<file path="config.mk">
export PLATFORM = sky130hd
export DESIGN_NAME = fsm_core
export DESIGN_NICKNAME = d
export VERILOG_FILES = /design/src/rtl/fsm_core.sv
export SDC_FILE = /design/constraint.sdc
export NUM_CORES = 2
export LEC_CHECK = 0
export ABC_AREA = 0
export CAP_MARGIN = 20
export CELL_PAD_IN_SITES_DETAIL_PLACEMENT = 1
export CELL_PAD_IN_SITES_GLOBAL_PLACEMENT = 2
export CORE_MARGIN = 1.5
export CORE_UTILIZATION = 29
export CTS_CLUSTER_DIAMETER = 150
export DETAILED_ROUTE_END_ITERATION = 7
export HOLD_SLACK_MARGIN = 0.12
export PLACE_DENSITY_LB_ADDON = 0.1
export REMOVE_ABC_BUFFERS = 1
export SYNTH_ARGS = -nofsm -noshare
export SYNTH_HDL_FRONTEND = slang
export SYNTH_SLANG_ARGS = --single-unit
</file>
<file path="constraint.sdc">
create_clock -name clk -period 5.85 [get_ports clk]
set_input_delay 0.8775 -clock clk [delete_from_list [all_inputs] [get_ports clk]]
set_output_delay 0.8775 -clock clk [all_outputs]
set_load 0.005 [all_outputs]
</file>
<file path="src/rtl/fsm_core.sv">
// Multi-cycle RV32I-subset core: 5-state control FSM, register file and PC.
// Optional macro FSM_BRANCH_EN enables BRANCH/JAL/JALR; otherwise they run as NOPs.
module fsm_core #(
    parameter logic [31:0] RESET_PC = 32'h0000_0000,
    parameter int unsigned ADDR_W   = 16
) (
    input  logic              clk,
    input  logic              rst,
    input  logic [31:0]       instr,
    input  logic [31:0]       mem_rdata,
    output logic              rom_ce,
    output logic              ram_ce,
    output logic [31:0]       pc,
    output logic              mem_read,
    output logic              mem_write,
    output logic [ADDR_W-1:0] mem_addr,
    output logic [31:0]       mem_wdata
);

    localparam int unsigned XLEN  = 32;
    localparam int unsigned REG_N = 32;

    localparam logic [6:0] OPC_LUI    = 7'b0110111;
    localparam logic [6:0] OPC_AUIPC  = 7'b0010111;
    localparam logic [6:0] OPC_OPIMM  = 7'b0010011;
    localparam logic [6:0] OPC_OP     = 7'b0110011;
    localparam logic [6:0] OPC_LOAD   = 7'b0000011;
    localparam logic [6:0] OPC_STORE  = 7'b0100011;
`ifdef FSM_BRANCH_EN
    localparam logic [6:0] OPC_BRANCH = 7'b1100011;
    localparam logic [6:0] OPC_JAL    = 7'b1101111;
    localparam logic [6:0] OPC_JALR   = 7'b1100111;
`endif

    typedef enum logic [2:0] {
        S_FETCH,
        S_DECODE,
        S_EXECUTE,
        S_MEMORY,
        S_WRITEBACK
    } state_t;

    state_t state, state_next;

    logic [XLEN-1:0] regfile [REG_N];
    logic [XLEN-1:0] ir;
    logic [XLEN-1:0] rs1_q, rs2_q, imm_q;
    logic [XLEN-1:0] alu_q, load_q, npc_q;
    logic            fetch_q;
    logic            fetch_d, ram_ce_d, mem_read_d, mem_write_d;

    // Instruction field decode; IR is stable from DECODE through WRITEBACK
    logic [6:0] opcode;
    logic [4:0] rd_a, rs1_a, rs2_a;
    logic [2:0] funct3;
    logic       f7b5;
    logic       is_lui, is_auipc, is_opimm, is_op, is_lw, is_sw, wb_en;

    assign opcode   = ir[6:0];
    assign rd_a     = ir[11:7];
    assign funct3   = ir[14:12];
    assign rs1_a    = ir[19:15];
    assign rs2_a    = ir[24:20];
    assign f7b5     = ir[30];
    assign is_lui   = (opcode == OPC_LUI);
    assign is_auipc = (opcode == OPC_AUIPC);
    assign is_opimm = (opcode == OPC_OPIMM);
    assign is_op    = (opcode == OPC_OP);
    assign is_lw    = (opcode == OPC_LOAD)  && (funct3 == 3'b010);
    assign is_sw    = (opcode == OPC_STORE) && (funct3 == 3'b010);

`ifdef FSM_BRANCH_EN
    logic is_br, is_jal, is_jalr, br_taken;
    assign is_br   = (opcode == OPC_BRANCH);
    assign is_jal  = (opcode == OPC_JAL);
    assign is_jalr = (opcode == OPC_JALR);
    assign wb_en   = is_lui | is_auipc | is_opimm | is_op | is_lw | is_jal | is_jalr;
`else
    assign wb_en   = is_lui | is_auipc | is_opimm | is_op | is_lw;
`endif

    // Sign-extended immediate by instruction format
    logic [XLEN-1:0] imm_c;
    always_comb begin
        imm_c = '0;
        case (opcode)
            OPC_OPIMM, OPC_LOAD: imm_c = {{20{ir[31]}}, ir[31:20]};
            OPC_STORE:           imm_c = {{20{ir[31]}}, ir[31:25], ir[11:7]};
            OPC_LUI, OPC_AUIPC:  imm_c = {ir[31:12], 12'b0};
`ifdef FSM_BRANCH_EN
            OPC_JALR:            imm_c = {{20{ir[31]}}, ir[31:20]};
            OPC_BRANCH:          imm_c = {{19{ir[31]}}, ir[31], ir[7], ir[30:25], ir[11:8], 1'b0};
            OPC_JAL:             imm_c = {{11{ir[31]}}, ir[31], ir[19:12], ir[20], ir[30:21], 1'b0};
`endif
            default:             imm_c = '0;
        endcase
    end

    logic [XLEN-1:0] rf_rs1, rf_rs2;
    assign rf_rs1 = (rs1_a == 5'd0) ? '0 : regfile[rs1_a];
    assign rf_rs2 = (rs2_a == 5'd0) ? '0 : regfile[rs2_a];

    // ALU: OP uses rs2, OP-IMM uses the immediate; shifts use the low 5 bits
    logic [XLEN-1:0] alu_b, alu_out, wb_val;
    logic [4:0]      shamt;
    assign alu_b = is_op ? rs2_q : imm_q;
    assign shamt = alu_b[4:0];

    always_comb begin
        alu_out = '0;
        case (funct3)
            3'b000:  alu_out = (is_op && f7b5) ? (rs1_q - alu_b) : (rs1_q + alu_b);
            3'b001:  alu_out = rs1_q << shamt;
            3'b010:  alu_out = {31'b0, ($signed(rs1_q) < $signed(alu_b))};
            3'b011:  alu_out = {31'b0, (rs1_q < alu_b)};
            3'b100:  alu_out = rs1_q ^ alu_b;
            3'b101:  alu_out = f7b5 ? XLEN'($signed(rs1_q) >>> shamt) : (rs1_q >> shamt);
            3'b110:  alu_out = rs1_q | alu_b;
            default: alu_out = rs1_q & alu_b;
        endcase
    end

    logic [XLEN-1:0] npc_c;
`ifdef FSM_BRANCH_EN
    always_comb begin
        br_taken = 1'b0;
        case (funct3)
            3'b000:  br_taken = (rs1_q == rs2_q);
            3'b001:  br_taken = (rs1_q != rs2_q);
            3'b100:  br_taken = ($signed(rs1_q) <  $signed(rs2_q));
            3'b101:  br_taken = ($signed(rs1_q) >= $signed(rs2_q));
            3'b110:  br_taken = (rs1_q <  rs2_q);
            3'b111:  br_taken = (rs1_q >= rs2_q);
            default: br_taken = 1'b0;
        endcase
    end

    always_comb begin
        npc_c  = pc + 32'd4;
        wb_val = alu_out;
        if (is_jal || (is_br && br_taken)) begin
            npc_c = pc + imm_q;
        end else if (is_jalr) begin
            npc_c = (rs1_q + imm_q) & ~32'd1;
        end
        if (is_lui) begin
            wb_val = imm_q;
        end else if (is_auipc) begin
            wb_val = pc + imm_q;
        end else if (is_jal || is_jalr) begin
            wb_val = pc + 32'd4;
        end
    end
`else
    always_comb begin
        npc_c  = pc + 32'd4;
        wb_val = alu_out;
        if (is_lui) begin
            wb_val = imm_q;
        end else if (is_auipc) begin
            wb_val = pc + imm_q;
        end
    end
`endif

    always_ff @(posedge clk or negedge rst) begin
        if (!rst) begin
            state <= S_FETCH;
        end else begin
            state <= state_next;
        end
    end

    // Next state plus next values of the registered strobes
    always_comb begin
        state_next  = state;
        fetch_d     = 1'b0;
        ram_ce_d    = 1'b0;
        mem_read_d  = 1'b0;
        mem_write_d = 1'b0;
        case (state)
            S_FETCH:     state_next = S_DECODE;
            S_DECODE:    state_next = S_EXECUTE;
            S_EXECUTE:   state_next = S_MEMORY;
            S_MEMORY:    state_next = S_WRITEBACK;
            S_WRITEBACK: state_next = S_FETCH;
            default:     state_next = S_FETCH;
        endcase
        fetch_d = (state_next == S_FETCH);
        if (state_next == S_MEMORY) begin
            ram_ce_d    = is_lw | is_sw;
            mem_read_d  = is_lw;
            mem_write_d = is_sw;
        end
    end

    // Reset parks the FSM in FETCH, so the ROM enable is live as soon as reset lifts
    always_ff @(posedge clk or negedge rst) begin
        if (!rst) begin
            fetch_q   <= 1'b1;
            ram_ce    <= 1'b0;
            mem_read  <= 1'b0;
            mem_write <= 1'b0;
        end else begin
            fetch_q   <= fetch_d;
            ram_ce    <= ram_ce_d;
            mem_read  <= mem_read_d;
            mem_write <= mem_write_d;
        end
    end

    assign rom_ce = fetch_q & rst;

    // Datapath registers, register file and PC
    always_ff @(posedge clk or negedge rst) begin
        if (!rst) begin
            pc        <= RESET_PC;
            ir        <= '0;
            rs1_q     <= '0;
            rs2_q     <= '0;
            imm_q     <= '0;
            alu_q     <= '0;
            load_q    <= '0;
            npc_q     <= '0;
            mem_addr  <= '0;
            mem_wdata <= '0;
            for (int unsigned i = 0; i < REG_N; i++) begin
                regfile[i] <= '0;
            end
        end else begin
            case (state)
                S_FETCH: begin
                    ir <= instr;
                end
                S_DECODE: begin
                    rs1_q <= rf_rs1;
                    rs2_q <= rf_rs2;
                    imm_q <= imm_c;
                end
                S_EXECUTE: begin
                    alu_q     <= wb_val;
                    npc_q     <= npc_c;
                    mem_addr  <= ADDR_W'(rs1_q + imm_q);
                    mem_wdata <= is_sw ? rs2_q : '0;
                end
                S_MEMORY: begin
                    if (is_lw) begin
                        load_q <= mem_rdata;
                    end
                end
                S_WRITEBACK: begin
                    if (wb_en && (rd_a != 5'd0)) begin
                        regfile[rd_a] <= is_lw ? load_q : alu_q;
                    end
                    pc <= npc_q;
                end
                default: ;
            endcase
        end
    end

endmodule

</file>
==> impl_metrics.json <==
{
  "cp_slowest_cell": "nor4bb_4",
  "cts_tree": "done",
  "drv_slew": 0,
  "setup_ws_ns": 0.577,
  "grt-busiest-layer": "met2",
  "post_dp_cell_area_um2": 83000,
  "setup_viol": 0,
  "vias_per_cell": 5.67,
  "worst_slew_pin_slew_ns": 1.14,
  "ys_async_sr_fraction_pct": 100,
  "antenna_found_initial": 23,
  "fin_crit_sh_pct": 90.1,
  "critical_path_class": "reg2reg",
  "fin_area_um2": 89000,
  "syn_inst": 7432,
  "nets": 7541,
  "area_delta_synth_final_pct": 15.8,
  "syn_area_um2": 76900,
  "pwr-share-comb_pct": 9.8,
  "via_count": 62300,
  "grt_overflow": 0,
  "synth.area.top_cells": "dfrtp_1 43%, mux4_2 17%, a21oi_1 4.7%",
  "cp.arrival_ns": 5.99,
  "drc": 0,
  "sw_frac_of_total_pct": 27.2,
  "wire_per_inst_um": 33.3,
  "cts_root_buf": "clkbuf_16",
  "dpl_worst_slack_ns": 0.660,
  "core-area_um2": 263000,
  "start_util_pct": 29.2,
  "max_stage_delay_ns": 0.70,
  "status": "finished, final reports clean",
  "dr.pass1.iters": 5,
  "ys_ff_latch": 1335,
  "grt_max_degree": 162,
  "fp.dieH_um": 518,
  "drv_cap": 0,
  "cts_buffers": 178,
  "met3_usage_pct": 3.39,
  "switchingPower_mw": 6.34,
  "ir_drop_uv": 214,
  "gp_congestion": 0.967,
  "crit_chain": "nor4bb_4 > nand2_4 > a21oi_4 > inv_2 > ha_1 > o21ai_0 > o21ai_0 > nand4_1 > a21oi_1 > a21oi_1 > o41ai_1 > xor2_1 > a221o_1 > a221oi_1 > o21ai_1",
  "grt_util_met2_pct": 41.6,
  "place_hpwl_mm": 253,
  "p_clk_share_pct": 48.8,
  "hold_class": "reg2reg",
  "fin_util_pct": 33.8,
  "yosysWarningCount": 0,
  "drt_iter0_drc": 4535,
  "yosysTopAreaCell": "dfrtp_1",
  "grt_pass1_vias": 64700,
  "worstPathRequired_ns": 6.57,
  "port_buffers": 149,
  "path_max_fanout": 29,
  "synthFlopType": "dfrtp_1",
  "p_leak_nw": 37.3,
  "slew_headroom_pct": 23.5,
  "track_usage_pct": 26.9,
  "fmax_mhz": 190,
  "period_needed_ns": 5.27,
  "rows": 188,
  "insertion_delay_ns": 0.88,
  "yosys.area.top_type_share_pct": 43.4,
  "worstPathBufferInverterCount": 1,
  "dieWidth_um": 518,
  "fillers": 29100,
  "drt_wl_total_mm": 366,
  "synth_most_common_cell": "dfrtp_1",
  "cts.path.max_buffers": 4,
  "syn_area_per_cell_um2": 10.3,
  "cp-start-kind": "register",
  "layout-drive-gt1-share_pct": 19.5,
  "finalPower_mw": 23.3,
  "yosysSeqAreaShare_pct": 43.5,
  "met1_usage_pct": 39.3,
  "internal_power_mw": 17.0,
  "critical_path.top_delay_family": "compound AO/OA/AOI/OAI gates",
  "cts-htree-levels": 4,
  "clkTransAtPathRegs_ns": 0.07,
  "pin_count": 150,
  "yosysUniqueCellTypes": 107,
  "synthTopCellsByCount": "1334 x dfrtp_1, 891 x nand2_1, 725 x a21oi_1",
  "clock_skew_ns": 0.0582,
  "synth_edf_count": 0,
  "power_density_nw_per_um2": 262,
  "cts.sinks": 1335,
  "rsz0062_at_grt": "no",
  "hold_violations": 0,
  "critPathCaptureType": "register",
  "final.setup.tns_ns": 0,
  "postRouteAntennaNets": 0,
  "grt_pass1_wl_mm": 520,
  "pwr-share-seq_pct": 41.4,
  "dieArea_um2": 268000
}
## per-layer routing
metal  wire length, µm  up-vias
met4             11000        4
met2            164000     1640
met3             17600      440
met1            173000    33200
li1                  -    27000
met5                27        -
## worst reg2reg max path, cell delays in order, from the launching register on
cell and delay [ns]:
dfrtp_1 0.47, nor4bb_4 0.71, nand2_4 0.43, a21oi_4 0.31
inv_2 0.06, ha_1 0.35, o21ai_0 0.18, o21ai_0 0.35
nand4_1 0.22, a21oi_1 0.41, a21oi_1 0.25, o41ai_1 0.43
xor2_1 0.12, a221o_1 0.38, a221oi_1 0.33, o21ai_1 0.11
## per-stage QoR
step / hold WS (ns) / instances
CTS: 0.396 / 11000
finish: 0.392 / 11000
floorplan: 0.365 / 6733
global placement: 0.376 / 10700
global route: 0.412 / 11000
detailed placement: 0.384 / 10700
## state kept, by name (all words and copies together) (netlist names)
name / flops
ir: 32
mem_addr: 16
mem_read: 1
alu_q: 32
mem_write: 1
rs2_q: 32
pc: 32
mem_wdata: 32
ram_ce: 1
fetch_q: 1
state: 3
npc_q: 32
load_q: 32
rs1_q: 32
imm_q: 32
regfile: 1024
## final cells by class
type | count | area (µm²) | area share, %
clock buffers | 263 | 5340 | 6.00
flip-flops and latches | 1335 | 33400 | 37.6
repair buffers | 421 | 3990 | 4.49
inverters | 128 | 483 | 0.543
well taps | 3515 | 4400 | 4.94
clock inverters | 51 | 648 | 0.728
diodes | 9 | 22.5 | 0.0253
multi-input cells | 5270 | 40700 | 45.7
## timing repair
action / 4_1_cts / 5_1_grt
setup buffers: 0 / 0
gates resized for setup: 0 / 0
hold buffers: 1 / 0
endpoints found under the hold margin: 24 / 0
## cells by family after synthesis
group	count (synthesis)	share of synthesized area [%]
mux	897	21.5
compound gates	2135	16.4
buf+inv	827	4.21
fa+ha+maj	141	2.32
simple gates	1996	11.0
xor+xnor	101	1.15
flops	1335	43.5
## path summary, 6_finish.rpt
path	cells past startpoint	to	slack, ns	start
worst max-delay path	15	alu_q[28]	0.58	ir[6]
worst min-delay path	0	regfile[1013]	0.39	regfile[1013]
worst max register to register	15	alu_q[28]	0.58	ir[6]
worst min register to register	0	regfile[1013]	0.39	regfile[1013]
max in group asynchronous	5	regfile[191]	3.04	rst
min in group asynchronous	2	regfile[385]	0.55	rst
## cells in the final DEF (no fill, tap or decap), types with 57 or more instances in the layout
cell type        instances
a211oi_1                71
inv_1                  120
mux2i_1                 93
nand2b_1                66
a21oi_1                725
dfrtp_1               1322
o22ai_1                 94
mux2_2                 187
clkdlybuf4s50_1        148
mux4_2                 585
clkbuf_16              180
ha_1                   138
nor2_1                 698
nand2_1                878
nand3_1                 85
xnor2_1                 57
o21ai_0                717
buf_4                  237
## power by group through the flow
stage          logic (mW)  clock network (mW)  registers [mW]
3_3_place_gp         2.27                   0            9.81
5_1_grt              2.42                12.0            9.66
2_1_floorplan        1.05                   0            9.77
4_1_cts              2.29                11.7            9.65
6_report             2.28                11.4            9.65
3_5_place_dp         2.28                   0            9.81
Power figures use the tool's default switching activity.
